### src/rtl/player_ctrl_pkg.sv
// Shared definitions for the player sprite sequencer: sprite indices,
// controller states and sprite geometry.
package bomber_pkg;

    localparam int SPRITE_SIZE = 32;

    localparam logic [2:0] SPR_IDLE  = 3'd0;
    localparam logic [2:0] SPR_UP    = 3'd1;
    localparam logic [2:0] SPR_DOWN  = 3'd2;
    localparam logic [2:0] SPR_LEFT  = 3'd3;
    localparam logic [2:0] SPR_RIGHT = 3'd4;
    localparam logic [2:0] SPR_DEAD0 = 3'd5;
    localparam logic [2:0] SPR_DEAD1 = 3'd6;

    typedef enum logic [1:0] {
        IDLE   = 2'd0,
        DECIDE = 2'd1,
        CHECK  = 2'd2,
        DEAD   = 2'd3
    } state_t;

endpackage

### src/rtl/player_ctrl_if.sv
// Maze occupancy check handshake: the controller proposes a candidate
// top-left position and the maze answers with an ack strobe and a free flag.
interface player_ctrl_if;
    logic       check_req;
    logic [9:0] check_x;
    logic [9:0] check_y;
    logic       check_ack;
    logic       check_free;

    modport master (output check_req, check_x, check_y, input check_ack, check_free);
    modport slave  (input check_req, check_x, check_y, output check_ack, check_free);
endinterface

### src/rtl/player_ctrl_frame_counter.sv
// Frame-tick counter with synchronous clear; tc flags the last count of the
// period so the owner can act on the tick that completes it (count then wraps).
module frame_counter #(
    parameter int TC = 8
) (
    input  logic clk,
    input  logic reset,
    input  logic clear,
    input  logic tick,
    output logic tc
);
    localparam int W = $clog2(TC + 1);

    logic [W-1:0] count;

    assign tc = (count == W'(TC - 1));

    always_ff @(posedge clk) begin
        if (reset || clear)
            count <= '0;
        else if (tick)
            count <= tc ? '0 : count + 1'b1;
    end
endmodule

### src/rtl/player_ctrl.sv
// Per-player motion/animation sequencer: one maze-checked move per frame,
// plus the death animation and respawn timer.
//
// state  | meaning
// IDLE   | waiting for frame_tick (or hit)
// DECIDE | pick direction, bound-check candidate, maybe request maze check
// CHECK  | holding check_req until the maze acks
// DEAD   | death animation; respawn after DEATH_FRAMES frames
module player_ctrl
    import bomber_pkg::*;
#(
    parameter int STEP         = 2,
    parameter int X_MIN        = 32,
    parameter int X_MAX        = 576,
    parameter int Y_MIN        = 32,
    parameter int Y_MAX        = 416,
    parameter int START_X      = 32,
    parameter int START_Y      = 32,
    parameter int ANIM_DIV     = 8,
    parameter int DEATH_FRAMES = 64
) (
    input  logic               clk,
    input  logic               reset,
    input  logic               frame_tick,
    input  logic               btn_up,
    input  logic               btn_down,
    input  logic               btn_left,
    input  logic               btn_right,
    input  logic               hit,
    player_ctrl_if.master      chk,
    output logic [9:0]         player_centerX,
    output logic [9:0]         player_centerY,
    output logic [2:0]         sprite_num,
    output logic               alive
);
    localparam logic signed [10:0] STEP_S  = 11'(STEP);
    localparam logic signed [10:0] X_MIN_S = 11'(X_MIN);
    localparam logic signed [10:0] X_MAX_S = 11'(X_MAX);
    localparam logic signed [10:0] Y_MIN_S = 11'(Y_MIN);
    localparam logic signed [10:0] Y_MAX_S = 11'(Y_MAX);

    state_t            state;
    logic              req_q;
    logic [9:0]        cx_q, cy_q;
    logic [2:0]        move_spr;
    logic              pending_hit;
    logic              death_tc, anim_tc;

    logic signed [10:0] cand_x, cand_y;
    logic [2:0]         dir_spr;
    logic               any_btn, cand_ok;

    assign chk.check_req = req_q;
    assign chk.check_x   = cx_q;
    assign chk.check_y   = cy_q;

    // Timers only run inside DEAD so every death starts from zero.
    frame_counter #(.TC(DEATH_FRAMES)) u_death (
        .clk(clk), .reset(reset), .clear(state != DEAD), .tick(frame_tick), .tc(death_tc)
    );
    frame_counter #(.TC(ANIM_DIV)) u_anim (
        .clk(clk), .reset(reset), .clear(state != DEAD), .tick(frame_tick), .tc(anim_tc)
    );

    always_comb begin
        cand_x  = $signed({1'b0, player_centerX});
        cand_y  = $signed({1'b0, player_centerY});
        dir_spr = SPR_IDLE;
        any_btn = 1'b1;
        if (btn_up) begin
            cand_y  = cand_y - STEP_S;
            dir_spr = SPR_UP;
        end else if (btn_down) begin
            cand_y  = cand_y + STEP_S;
            dir_spr = SPR_DOWN;
        end else if (btn_left) begin
            cand_x  = cand_x - STEP_S;
            dir_spr = SPR_LEFT;
        end else if (btn_right) begin
            cand_x  = cand_x + STEP_S;
            dir_spr = SPR_RIGHT;
        end else begin
            any_btn = 1'b0;
        end
        cand_ok = (cand_x >= X_MIN_S) && (cand_x <= X_MAX_S) &&
                  (cand_y >= Y_MIN_S) && (cand_y <= Y_MAX_S);
    end

    always_ff @(posedge clk) begin
        if (reset) begin
            state          <= IDLE;
            player_centerX <= 10'(START_X);
            player_centerY <= 10'(START_Y);
            sprite_num     <= SPR_IDLE;
            alive          <= 1'b1;
            req_q          <= 1'b0;
            cx_q           <= '0;
            cy_q           <= '0;
            move_spr       <= SPR_IDLE;
            pending_hit    <= 1'b0;
        end else begin
            case (state)
                IDLE: begin
                    if (hit) begin
                        state      <= DEAD;
                        alive      <= 1'b0;
                        sprite_num <= SPR_DEAD0;
                    end else if (frame_tick) begin
                        state <= DECIDE;
                    end
                end
                DECIDE: begin
                    if (hit) begin
                        state      <= DEAD;
                        alive      <= 1'b0;
                        sprite_num <= SPR_DEAD0;
                    end else if (!any_btn || !cand_ok) begin
                        sprite_num <= dir_spr;
                        state      <= IDLE;
                    end else begin
                        cx_q        <= cand_x[9:0];
                        cy_q        <= cand_y[9:0];
                        req_q       <= 1'b1;
                        move_spr    <= dir_spr;
                        pending_hit <= 1'b0;
                        state       <= CHECK;
                    end
                end
                CHECK: begin
                    if (hit)
                        pending_hit <= 1'b1;
                    // A hit during the handshake lets it finish but voids the move.
                    if (chk.check_ack) begin
                        req_q <= 1'b0;
                        if (pending_hit || hit) begin
                            state       <= DEAD;
                            alive       <= 1'b0;
                            sprite_num  <= SPR_DEAD0;
                            pending_hit <= 1'b0;
                        end else begin
                            if (chk.check_free) begin
                                player_centerX <= cx_q;
                                player_centerY <= cy_q;
                            end
                            sprite_num <= move_spr;
                            state      <= IDLE;
                        end
                    end
                end
                DEAD: begin
                    if (frame_tick) begin
                        if (death_tc) begin
                            player_centerX <= 10'(START_X);
                            player_centerY <= 10'(START_Y);
                            sprite_num     <= SPR_IDLE;
                            alive          <= 1'b1;
                            state          <= IDLE;
                        end else if (anim_tc) begin
                            sprite_num <= (sprite_num == SPR_DEAD0) ? SPR_DEAD1 : SPR_DEAD0;
                        end
                    end
                end
                default: state <= IDLE;
            endcase
        end
    end
endmodule

### src/flat_wrapper.sv
// flat-port wrapper written by rule: the top's interface ports become plain ports
module player_ctrl_flat import bomber_pkg::*;
#(
    parameter int STEP         = 2,
    parameter int X_MIN        = 32,
    parameter int X_MAX        = 576,
    parameter int Y_MIN        = 32,
    parameter int Y_MAX        = 416,
    parameter int START_X      = 32,
    parameter int START_Y      = 32,
    parameter int ANIM_DIV     = 8,
    parameter int DEATH_FRAMES = 64
)
  (clk, reset, frame_tick, btn_up, btn_down, btn_left, btn_right, hit, player_centerX, player_centerY, sprite_num, alive, chk_check_req, chk_check_x, chk_check_y, chk_check_ack, chk_check_free);
  player_ctrl_if chk_i ();
  input  logic clk;
  input  logic reset;
  input  logic frame_tick;
  input  logic btn_up;
  input  logic btn_down;
  input  logic btn_left;
  input  logic btn_right;
  input  logic hit;
  output logic [9:0] player_centerX;
  output logic [9:0] player_centerY;
  output logic [2:0] sprite_num;
  output logic alive;
  output wire logic [$bits(chk_i.check_req)-1:0] chk_check_req;
  output wire logic [$bits(chk_i.check_x)-1:0] chk_check_x;
  output wire logic [$bits(chk_i.check_y)-1:0] chk_check_y;
  input wire logic [$bits(chk_i.check_ack)-1:0] chk_check_ack;
  input wire logic [$bits(chk_i.check_free)-1:0] chk_check_free;
  assign chk_check_req = chk_i.check_req;
  assign chk_check_x = chk_i.check_x;
  assign chk_check_y = chk_i.check_y;
  assign chk_i.check_ack = chk_check_ack;
  assign chk_i.check_free = chk_check_free;
  player_ctrl #(.STEP(STEP), .X_MIN(X_MIN), .X_MAX(X_MAX), .Y_MIN(Y_MIN), .Y_MAX(Y_MAX), .START_X(START_X), .START_Y(START_Y), .ANIM_DIV(ANIM_DIV), .DEATH_FRAMES(DEATH_FRAMES)) u_core (.clk(clk), .reset(reset), .frame_tick(frame_tick), .btn_up(btn_up), .btn_down(btn_down), .btn_left(btn_left), .btn_right(btn_right), .hit(hit), .chk(chk_i), .player_centerX(player_centerX), .player_centerY(player_centerY), .sprite_num(sprite_num), .alive(alive));
endmodule
### config.mk
export PLATFORM = sky130hd
export DESIGN_NAME = player_ctrl_flat
export DESIGN_NICKNAME = d
export VERILOG_FILES = /design/src/rtl/player_ctrl_pkg.sv /design/src/rtl/player_ctrl_if.sv /design/src/rtl/player_ctrl_frame_counter.sv /design/src/rtl/player_ctrl.sv /design/src/flat_wrapper.sv
export SDC_FILE = /design/constraint.sdc
export NUM_CORES = 1
export LEC_CHECK = 0
export CORE_UTILIZATION = 42
export CTS_CLUSTER_DIAMETER = 200
export DETAILED_ROUTE_END_ITERATION = 10
export SYNTH_ARGS = -nofsm -noshare
export SYNTH_HDL_FRONTEND = slang
export SYNTH_SLANG_ARGS = --single-unit
### constraint.sdc
create_clock -name clk -period 3.55 [get_ports clk]
set_input_delay 0.5325 -clock clk [delete_from_list [all_inputs] [get_ports clk]]
set_output_delay 0.5325 -clock clk [all_outputs]
set_load 0.01 [all_outputs]
; ---- Yosys cells after proc, flatten, opt, wreduce, memory -nomap -nowiden
; Cells that the tools add are included.
[word_totals]
register_bits = 62
elab_cells = 124
inputBits = 10
out_inout_bits = 45
[op_classes]
n_bitwise = 2
n_eq_ne = 20
add_sub_neg = 6
muxes = 61
reduce_logical = 19
magnitude_cmp = 4
[ops]
columns = op, count
row1 = 10-bit two-way mux, 8
row2 = 11-bit two-way mux, 6
row3 = 10-bit case mux with 2 select lines, 2
row4 = 3-bit two-way mux, 12
row5 = 10-bit by 2-bit adder with 11-bit output (second input constant), 2
row6 = 11-bit by 7-bit >= comparator with 1-bit output (second input constant), 2
row7 = 10-bit by 2-bit subtractor with 11-bit output (second input constant), 2
row8 = 2-bit two-way mux, 9
row9 = 2-bit != test (second input constant), 9
row10 = 1-bit two-way mux, 17
row11 = 3-bit case mux with 4 select lines, 1
row12 = 11-bit by 10-bit less-or-equal comparator with 1-bit output (second input constant), 1
row13 = 11-bit less-or-equal comparator (second input constant), 1
row14 = 5-bit AND reduction, 2
row15 = 2-bit case mux with 4 select lines, 1
row16 = 4-bit AND reduction, 2
row17 = 7-bit by 1-bit adder with 7-bit output (second input constant), 1
row18 = 7-bit by 6-bit == test with 1-bit output (second input constant), 1
row19 = 7-bit two-way mux, 1
row20 = 3-bit != test (second input constant), 2
row21 = 3-bit AND reduction, 2
row22 = 6-bit AND reduction, 1
row23 = 4-bit by 1-bit adder with 4-bit output (second input constant), 1
row24 = 2-bit == test (second input constant), 2
row25 = 15 further kinds, 24

; ---- Depth between registers and ports, before layout
; Gate-level depths: netlist of run 1.
[depth]
depth_word = 14
depth_mapped = 11
depth_no_buf = 10

; ---- By module
; From an unflattened synthesis of run 1, not the netlist that was laid out.
[unflattened]
hier_cells = 415
area_unflattened_um2 = 3408.3
[modules_own_cells]
columns = module, cells_each, seq_area_each_um2, area_each_um2, n_inst
row1 = player_ctrl, 358, 1021.0, 2884.0, 1
row2 = frame_counter at u_core.u_death, 37, 140.1, 337.8, 1
row3 = frame_counter at u_core.u_anim, 20, 80.1, 186.4, 1

; ---- Worst setup path after synthesis of run 1
; No wires, ideal clock.
[synth_timing]
kind = input -> register
from = in btn_left
to = reg u_core.pending_hit
required_ps = 3447
path_buffers = 1
arrival_ps = 2750
cell_stages = 9
setup_slack_ps = 697
setup_ps = 103
cell_sequence = buf_2 or4b_4 or3_1 a21oi_2 xor2_2 or3_4 o21ai_0 o21ai_1 a2111oi_2
[synth_between]
elab_chain_cells = 11
elab_cells_between_ends = 16
classes_between = order compare (2) / eq/ne (1) / mux (6) / reduce/logical (7)
[synth_rtl]
columns = item, line_no
row1 = "start, declared", flat_wrapper.sv:21  ; input logic btn_left;
row2 = 11-bit two-way mux, player_ctrl.sv:76  ; end else if (btn_left) begin
row3 = 11-bit two-way mux, player_ctrl.sv:73  ; end else if (btn_down) begin
row4 = 11-bit two-way mux, player_ctrl.sv:70  ; if (btn_up) begin
row5 = 11-bit by 7-bit >= comparator with 1-bit output or 11-bit less-or-equal comparator (tied branches), player_ctrl.sv:85  ; cand_ok = (cand_x >= X_MIN_S) && (cand_x <= X_MAX_S) &&
row6 = 1-bit logical AND (2 in series), player_ctrl.sv:85
row7 = 1-bit logical AND, player_ctrl.sv:86  ; (cand_y >= Y_MIN_S) && (cand_y <= Y_MAX_S);
row8 = 1-bit logical NOT, player_ctrl.sv:117  ; end else if (!any_btn || !cand_ok) begin
row9 = 1-bit logical OR *, player_ctrl.sv:117
row10 = 2-bit != test (no line) *, n/a
row11 = 3-bit AND reduction (no line) *, n/a
row12 = "end signal, assigned", player_ctrl.sv:125  ; pending_hit <= 1'b0;
row13 = "end signal, assigned", player_ctrl.sv:131  ; pending_hit <= 1'b1;
row14 = "end signal, assigned", player_ctrl.sv:139  ; pending_hit <= 1'b0;
row15 = "end, declared", player_ctrl.sv:46  ; logic pending_hit;
; Every way passes the cells marked *; elsewhere a longest branch is shown, timed or not.
; A chain may end at the register's enable or synchronous reset.

; ---- Worst setup path in the final report of run 1
[layout_timing]
from = in btn_up
to = reg u_core.cx_q[7], in the netlist u_core.chk.check_x[7]
[layout_between]
elab_chain_cells = 9
elab_cells_between_ends = 15
classes_between = order compare (4) / mux (3) / bitwise (1) / reduce/logical (7)
[layout_rtl]
columns = item, line_no
row1 = "start, declared", flat_wrapper.sv:19  ; input logic btn_up;
row2 = 11-bit two-way mux, player_ctrl.sv:70
row3 = 11-bit by 7-bit >= comparator with 1-bit output or 11-bit less-or-equal comparator (tied branches), player_ctrl.sv:85
row4 = 1-bit logical AND (2 in series), player_ctrl.sv:85
row5 = 1-bit logical AND, player_ctrl.sv:86
row6 = 1-bit logical NOT, player_ctrl.sv:117
row7 = 1-bit logical OR, player_ctrl.sv:117
row8 = 1-bit inverter (no line), n/a
row9 = 3-bit AND reduction (no line), n/a
row10 = "end signal, assigned", player_ctrl.sv:121  ; cx_q <= cand_x[9:0];
row11 = "end, declared", player_ctrl.sv:44  ; logic [9:0] cx_q, cy_q;
; Several ways; a longest one is shown, not always the timed one.

==> results of run 1 <==
sequential cells by signal (all words and copies together) (netlist names):
name and count:
u_core.state 2, u_core.move_spr 3, u_core.u_anim.count 4, u_core.alive 1, u_core.chk.check_req 1, u_core.chk.check_y 10, u_core.pending_hit 1, u_core.u_death.count 7
u_core.chk.check_x 10, u_core.player_centerY 10, u_core.sprite_num 3, u_core.player_centerX 10
cells in the final DEF, fill, tap and decap left out, types with 4 or more instances in the layout:
master / n
a211oi_1: 4
a21oi_1: 53
a22oi_1: 4
a31oi_1: 4
buf_4: 25
clkbuf_8: 9
clkdlybuf4s50_1: 53
dfxtp_1: 62
ha_1: 6
inv_1: 9
mux2i_1: 5
nand2_1: 38
nand3_1: 32
nand3b_1: 8
nand4_1: 6
nor2_1: 26
nor2b_1: 5
nor3_1: 17
nor3b_1: 5
o21ai_0: 18
or3_1: 8
xnor2_1: 8
xor2_1: 10
where the power goes:
group | total (mW) | internal, mW | switching [mW]
Combinational | 0.242 | 0.111 | 0.131
Sequential | 0.742 | 0.715 | 0.0270
Clock | 0.627 | 0.326 | 0.301
worst min-delay path by stage:
| stage | start | end | slack [ns] |
|---|---|---|---|
| finish | u_core.u_death.count[6] | u_core.u_death.count[6] | 0.47 |
| CTS | u_core.u_death.count[6] | u_core.u_death.count[6] | 0.47 |
| global route | u_core.u_death.count[6] | u_core.u_death.count[6] | 0.49 |
| detailed placement | u_core.u_death.count[6] | u_core.u_death.count[6] | 0.46 |
| floorplan | u_core.u_death.count[6] | u_core.u_death.count[6] | 0.43 |
| global placement | u_core.u_death.count[6] | u_core.u_death.count[6] | 0.43 |
critical path: cells and delay by family:
kind / cells / cell delay [ns]
AOI/OAI and AO/OA: 2 / 0.77
xor gates and xnor gates: 1 / 0.17
and+or+nand+nor: 5 / 1.19
buffers and inverters: 2 / 0.80
cell families after synthesis:
kind of cell | Yosys count
buf+inv | 46
mux | 7
fa+ha+maj | 6
compound gates | 119
simple gates | 177
flops | 62
xor+xnor | 19
area by class of cell:
cell class,instances,area (um2)
tap,102,128
timing repair buffer,79,723
inverter,9,33.8
sequential,62,1240
multi-input combinational,328,2060
clock buffer,9,124
clock inverter,7,73.8
fill,747,3510
layer usage:
layer	up-vias	routed length (um)	global-route usage
li1	1692	-	-
met5	-	0	0
met1	1638	4960	0.339
met4	0	91	0.0577
met3	5	423	0.0447
met2	79	4260	0.348
through the flow:
step | total power, mW | std cells | instance area (um2)
finish | 1.61 | 596 | 4380
floorplan | 0.908 | 436 | 3510
global placement | 0.995 | 580 | 4180
global route | 1.68 | 596 | 4380
CTS | 1.62 | 596 | 4380
detailed placement | 0.996 | 580 | 4180
==> impl_metrics.tcl, run 1 <==
set metrics [dict create \
    status "completed" \
    ys.warnings.count 0 \
    hold_ws_ns 0.469 \
    crit_chain "clkdlybuf4s50_1 > or4b_4 > nor4_1 > nor2_1 > xnor2_1 > o41a_2 > nand3_2 > nor2_2 > buf_4 > a311oi_1" \
    end_kind "register" \
    synth-compound-area-share 0.217 \
    ctsResizeCount 0 \
    r2r_cells 11 \
    first_pass_iters 4 \
    drv_slew 0 \
    max_stage_delay_ns 0.64 \
    rsz0062_at_grt "no" \
    vias 3414 \
    setup.worst_path.start "btn_up" \
    ir_worst_vdd_mv 0.336 \
    drtAntennaViolNets 0 \
    synth_top_area_share 0.354 \
    yosysSeqAreaShare 0.354 \
    post_cts_buffers 0 \
    async_flop_share 0 \
    slowest_stage "clkdlybuf4s50_1" \
    synth-adder-area-share 0.0214 \
    finalSetupViolCount 0 \
    synth-seq-cells 62 \
    ctsHtreeMaxLevel 3 \
    place_hpwl_um 6890 \
    worst_setup_path_start_kind "primary input" \
    grt_pass1_vias 3040 \
    syn_area_um2 3510 \
    yosys.area.top_type "dfxtp_1" \
    fin_crit_ns 3.22 \
    fin_worst_skew_ns 0.00937 \
    maxCapViolCount 0 \
    tightest_slew_ns 1.03 \
    synth-main-ff-cell "dfxtp_1" \
    die_w_um 93.4 \
    utilization 0.555 \
    rows 32 \
    synthMuxAreaShare 0.0207 \
    gp_congestion 0.881 \
    holdPathStages 1 \
    clk_pin_slew_ns 0.07 \
    via_per_inst 5.73 \
    hold_violations 0 \
    ys_top_cells_by_count "dfxtp_1, a21oi_1, nand2_1, nand3_1, nor2_1" \
    io-pin-count 55 \
    synth_top_family_by_area "simple AND/OR/NAND/NOR gates" \
    start_util 0.445 \
    grt_overflow 0 \
    drive_gt1_frac 0.123 \
    antenna_found_initial 0 \
    final_nets 505 \
    die_area_um2 8720 \
    tritoncts "done" \
    grtUsageTotal 0.232 \
    worstSetupPathType "in -> reg" \
    critPathMaxFanout 10 \
    cts.hold.buffers_added 0 \
    powerDensity_nw_per_um2 368 \
    syn2layout_area_growth_pct 24.9 \
    cts_buffer_depth 2 \
    fin_setup_tns_ns 0 \
    reg2reg_to "u_core.chk.check_y[3]" \
    max_freq_ghz 0.311 \
    max_slew_margin 0.312 \
    antenna_cells 0 \
    portBuffers 54 \
    reg2reg_slack_ns 0.56 \
    yosys-top-cells-area "dfxtp_1, a21oi_1, nand3_1, nand2_1, nor2_1" \
    synth-xor-area-share 0.0496 \
    synth_cell_type_count 67 \
    worst_slack_ns 0.330 \
    drc 0 \
    synth_edf_count 0 \
    clock-sinks 62 \
    leakage_nw 1.51 \
    drt-total-wl_um 9720 \
    grt_pass1_wl_um 15600 \
    critPathRequiredTime_ns 3.79 \
    grt_max_degree 57 \
    hold_class "reg -> reg" \
    post-route-period-util 0.907 \
    cts_root_buffer "clkbuf_8" \
    syn_avg_cell_area_um2 8.04 \
    drtIter0Drc 233 \
    syn_inst 436 \
    clkLatencyLatePin_ns 0.34 \
    cts_buffers 9 \
    syn_nets 452 \
    wl_per_cell_um 16.3 \
    core-area_um2 7890 \
    synthSimpleGateAreaFrac 0.278 \
    die_h_um 93.4 \
    crit_end "u_core.chk.check_x[7]" \
    rr_startpoint "u_core.player_centerX[1]" \
    synth.most_common_cell "dfxtp_1" \
    critPathArrivalTime_ns 3.46 \
    place_ws_ns 0.00156 \
]
Power figures use the tool's default switching activity.
==> inputs of run 2 (changes only) <==
- PLACE_DENSITY: default -> 0.67
- SLEW_MARGIN: default -> 10
- clock period: 3.55 -> 2.9 ns (I/O delays scaled with it)
==> run 2 against run 1 <==
Against the previous run: sequential cell count unchanged; design area up 11%; cell count up 5.9%; sequential share of layout area down 2.7 points; clock power up 30%; critical path type is now reg -> reg; wire length up 12%; setup slack worse by 0.30 ns; critical path depth down 2; power up 29%.
==> impl_metrics.tcl, run 2 (synthesis results as in run 1) <==
set metrics [dict create \
    cts.hold.buffers_added 0 \
    leakage_nw 1.77 \
    stdcell_count 631 \
    cp_num_buf_inv 0 \
    worstSetupPathType "reg -> reg" \
    grt_overflow 0 \
    place_ws_ns -0.335 \
    io-pin-count 55 \
    first_pass_iters 5 \
    tritoncts "done" \
    grt_pass1_wl_um 17200 \
    powerDensity_nw_per_um2 428 \
    clkLatencyLatePin_ns 0.35 \
    final_nets 540 \
    place_area_um2 4440 \
    antenna_found_initial 0 \
    fin_worst_skew_ns 0.0114 \
    core-area_um2 7890 \
    syn2layout_area_growth_pct 38.4 \
    hold_ws_ns 0.464 \
    fin_setup_tns_ns 0 \
    hold_violations 0 \
    wl_per_cell_um 17.3 \
    gp_congestion 0.936 \
    ctsHtreeMaxLevel 3 \
    crit_cells 8 \
    post-route-period-util 0.991 \
    drtIter0Drc 244 \
    status "completed" \
    die_area_um2 8720 \
    grt_pass1_vias 3501 \
    via_per_inst 5.87 \
    slowest_stage "or4b_4" \
    holdPathStages 1 \
    cts_buffers 9 \
    place_hpwl_um 7620 \
    critPathMaxFanout 7 \
    hold_class "reg -> reg" \
    ir_worst_vdd_mv 0.292 \
    power_mw 2.08 \
    r2r_cells 8 \
    antenna_cells 0 \
    critPathTopFamily "simple AND/OR/NAND/NOR gates" \
    worst_slack_ns 0.0269 \
    end_kind "register" \
    die_h_um 93.4 \
    finalSetupViolCount 0 \
    drive_gt1_frac 0.219 \
    max_stage_delay_ns 0.54 \
    utilization 0.615 \
    start_util 0.445 \
    drc 0 \
    max_freq_ghz 0.348 \
    fin_crit_ns 2.87 \
    final_common_cell "dfxtp_1" \
    crit_chain "or4b_4 > or3_4 > a21oi_4 > xor2_2 > or3_4 > o211ai_4 > o21ai_4 > mux2_4" \
    cts_buffer_depth 2 \
    nFillCells 683 \
    drtAntennaViolNets 0 \
    max_slew_margin 0.563 \
    grt_max_degree 35 \
    die_w_um 93.4 \
    cpMostUsedCell "or3_4" \
    drt-total-wl_um 10900 \
    maxCapViolCount 0 \
    critPathArrivalTime_ns 3.12 \
    critPathRequiredTime_ns 3.15 \
    tightest_slew_ns 0.655 \
    rsz0062_at_grt "yes" \
    portBuffers 54 \
    grtUsageTotal 0.256 \
    vias 3704 \
    rows 32 \
    dp_cells 613 \
    drv_slew 0 \
    clock-sinks 62 \
    layout_common_cells "dfxtp_1, buf_4, a21oi_1" \
    clk_pin_slew_ns 0.08 \
    worst_setup_path_start_kind "register" \
    final_design_area_no_fill_um2 4850 \
    cts_root_buffer "clkbuf_8" \
]
[run 2: changes by cell type in the layout (fill, tap and decap cells not counted), sizes merged]
| cell | change |
|---|---|
| clkdlybuf4s50 | -4 |
| buf | +35 |
| inv | +1 |
| clkinv | -2 |
| clkbuf | +1 |
| dlymetal6s2s | +4 |
[run 2: timing repair]
action	CTS	global route
buffers inserted	0	1
hold endpoints to repair	0	0
gates resized for setup	0	44
setup endpoints to repair	0	29
[run 2: power by group]
| group | internal, mW | switching [mW] | total (mW) | leakage [nW] |
|---|---|---|---|---|
| Sequential | 0.874 | 0.0210 | 0.896 | 0.503 |
| Clock | 0.426 | 0.388 | 0.814 | 0.103 |
| Combinational | 0.173 | 0.197 | 0.370 | 1.16 |
[run 2: final timing paths]
| path | from | slack [ns] | to |
|---|---|---|---|
| max | u_core.player_centerX[2] | 0.03 | u_core.sprite_num[0] |
| min | u_core.u_death.count[6] | 0.46 | u_core.u_death.count[6] |
| max reg2reg | u_core.player_centerX[2] | 0.03 | u_core.sprite_num[0] |
| min reg2reg | u_core.u_death.count[6] | 0.46 | u_core.u_death.count[6] |
[run 2: layer usage]
| layer | up-vias | share of wire | wire length, um | track usage |
|---|---|---|---|---|
| met5 | - | 0 | 0 | 0 |
| met4 | 0 | 0.028 | 305 | 0.106 |
| met3 | 27 | 0.056 | 612 | 0.0496 |
| met2 | 154 | 0.47 | 5090 | 0.419 |
| met1 | 1762 | 0.45 | 4900 | 0.330 |
| li1 | 1761 | - | - | - |
[run 2: cell type report]
| type | instances | area [um2] | area share |
|---|---|---|---|
| Clock buffer | 10 | 138 | 0.0284 |
| Multi-Input combinational cell | 328 | 2220 | 0.457 |
| Timing Repair Buffer | 114 | 1020 | 0.211 |
| Sequential cell | 62 | 1250 | 0.257 |
| Clock inverter | 6 | 68.8 | 0.0142 |
| Inverter | 9 | 33.8 | 0.00696 |
| Tap cell | 102 | 128 | 0.0263 |
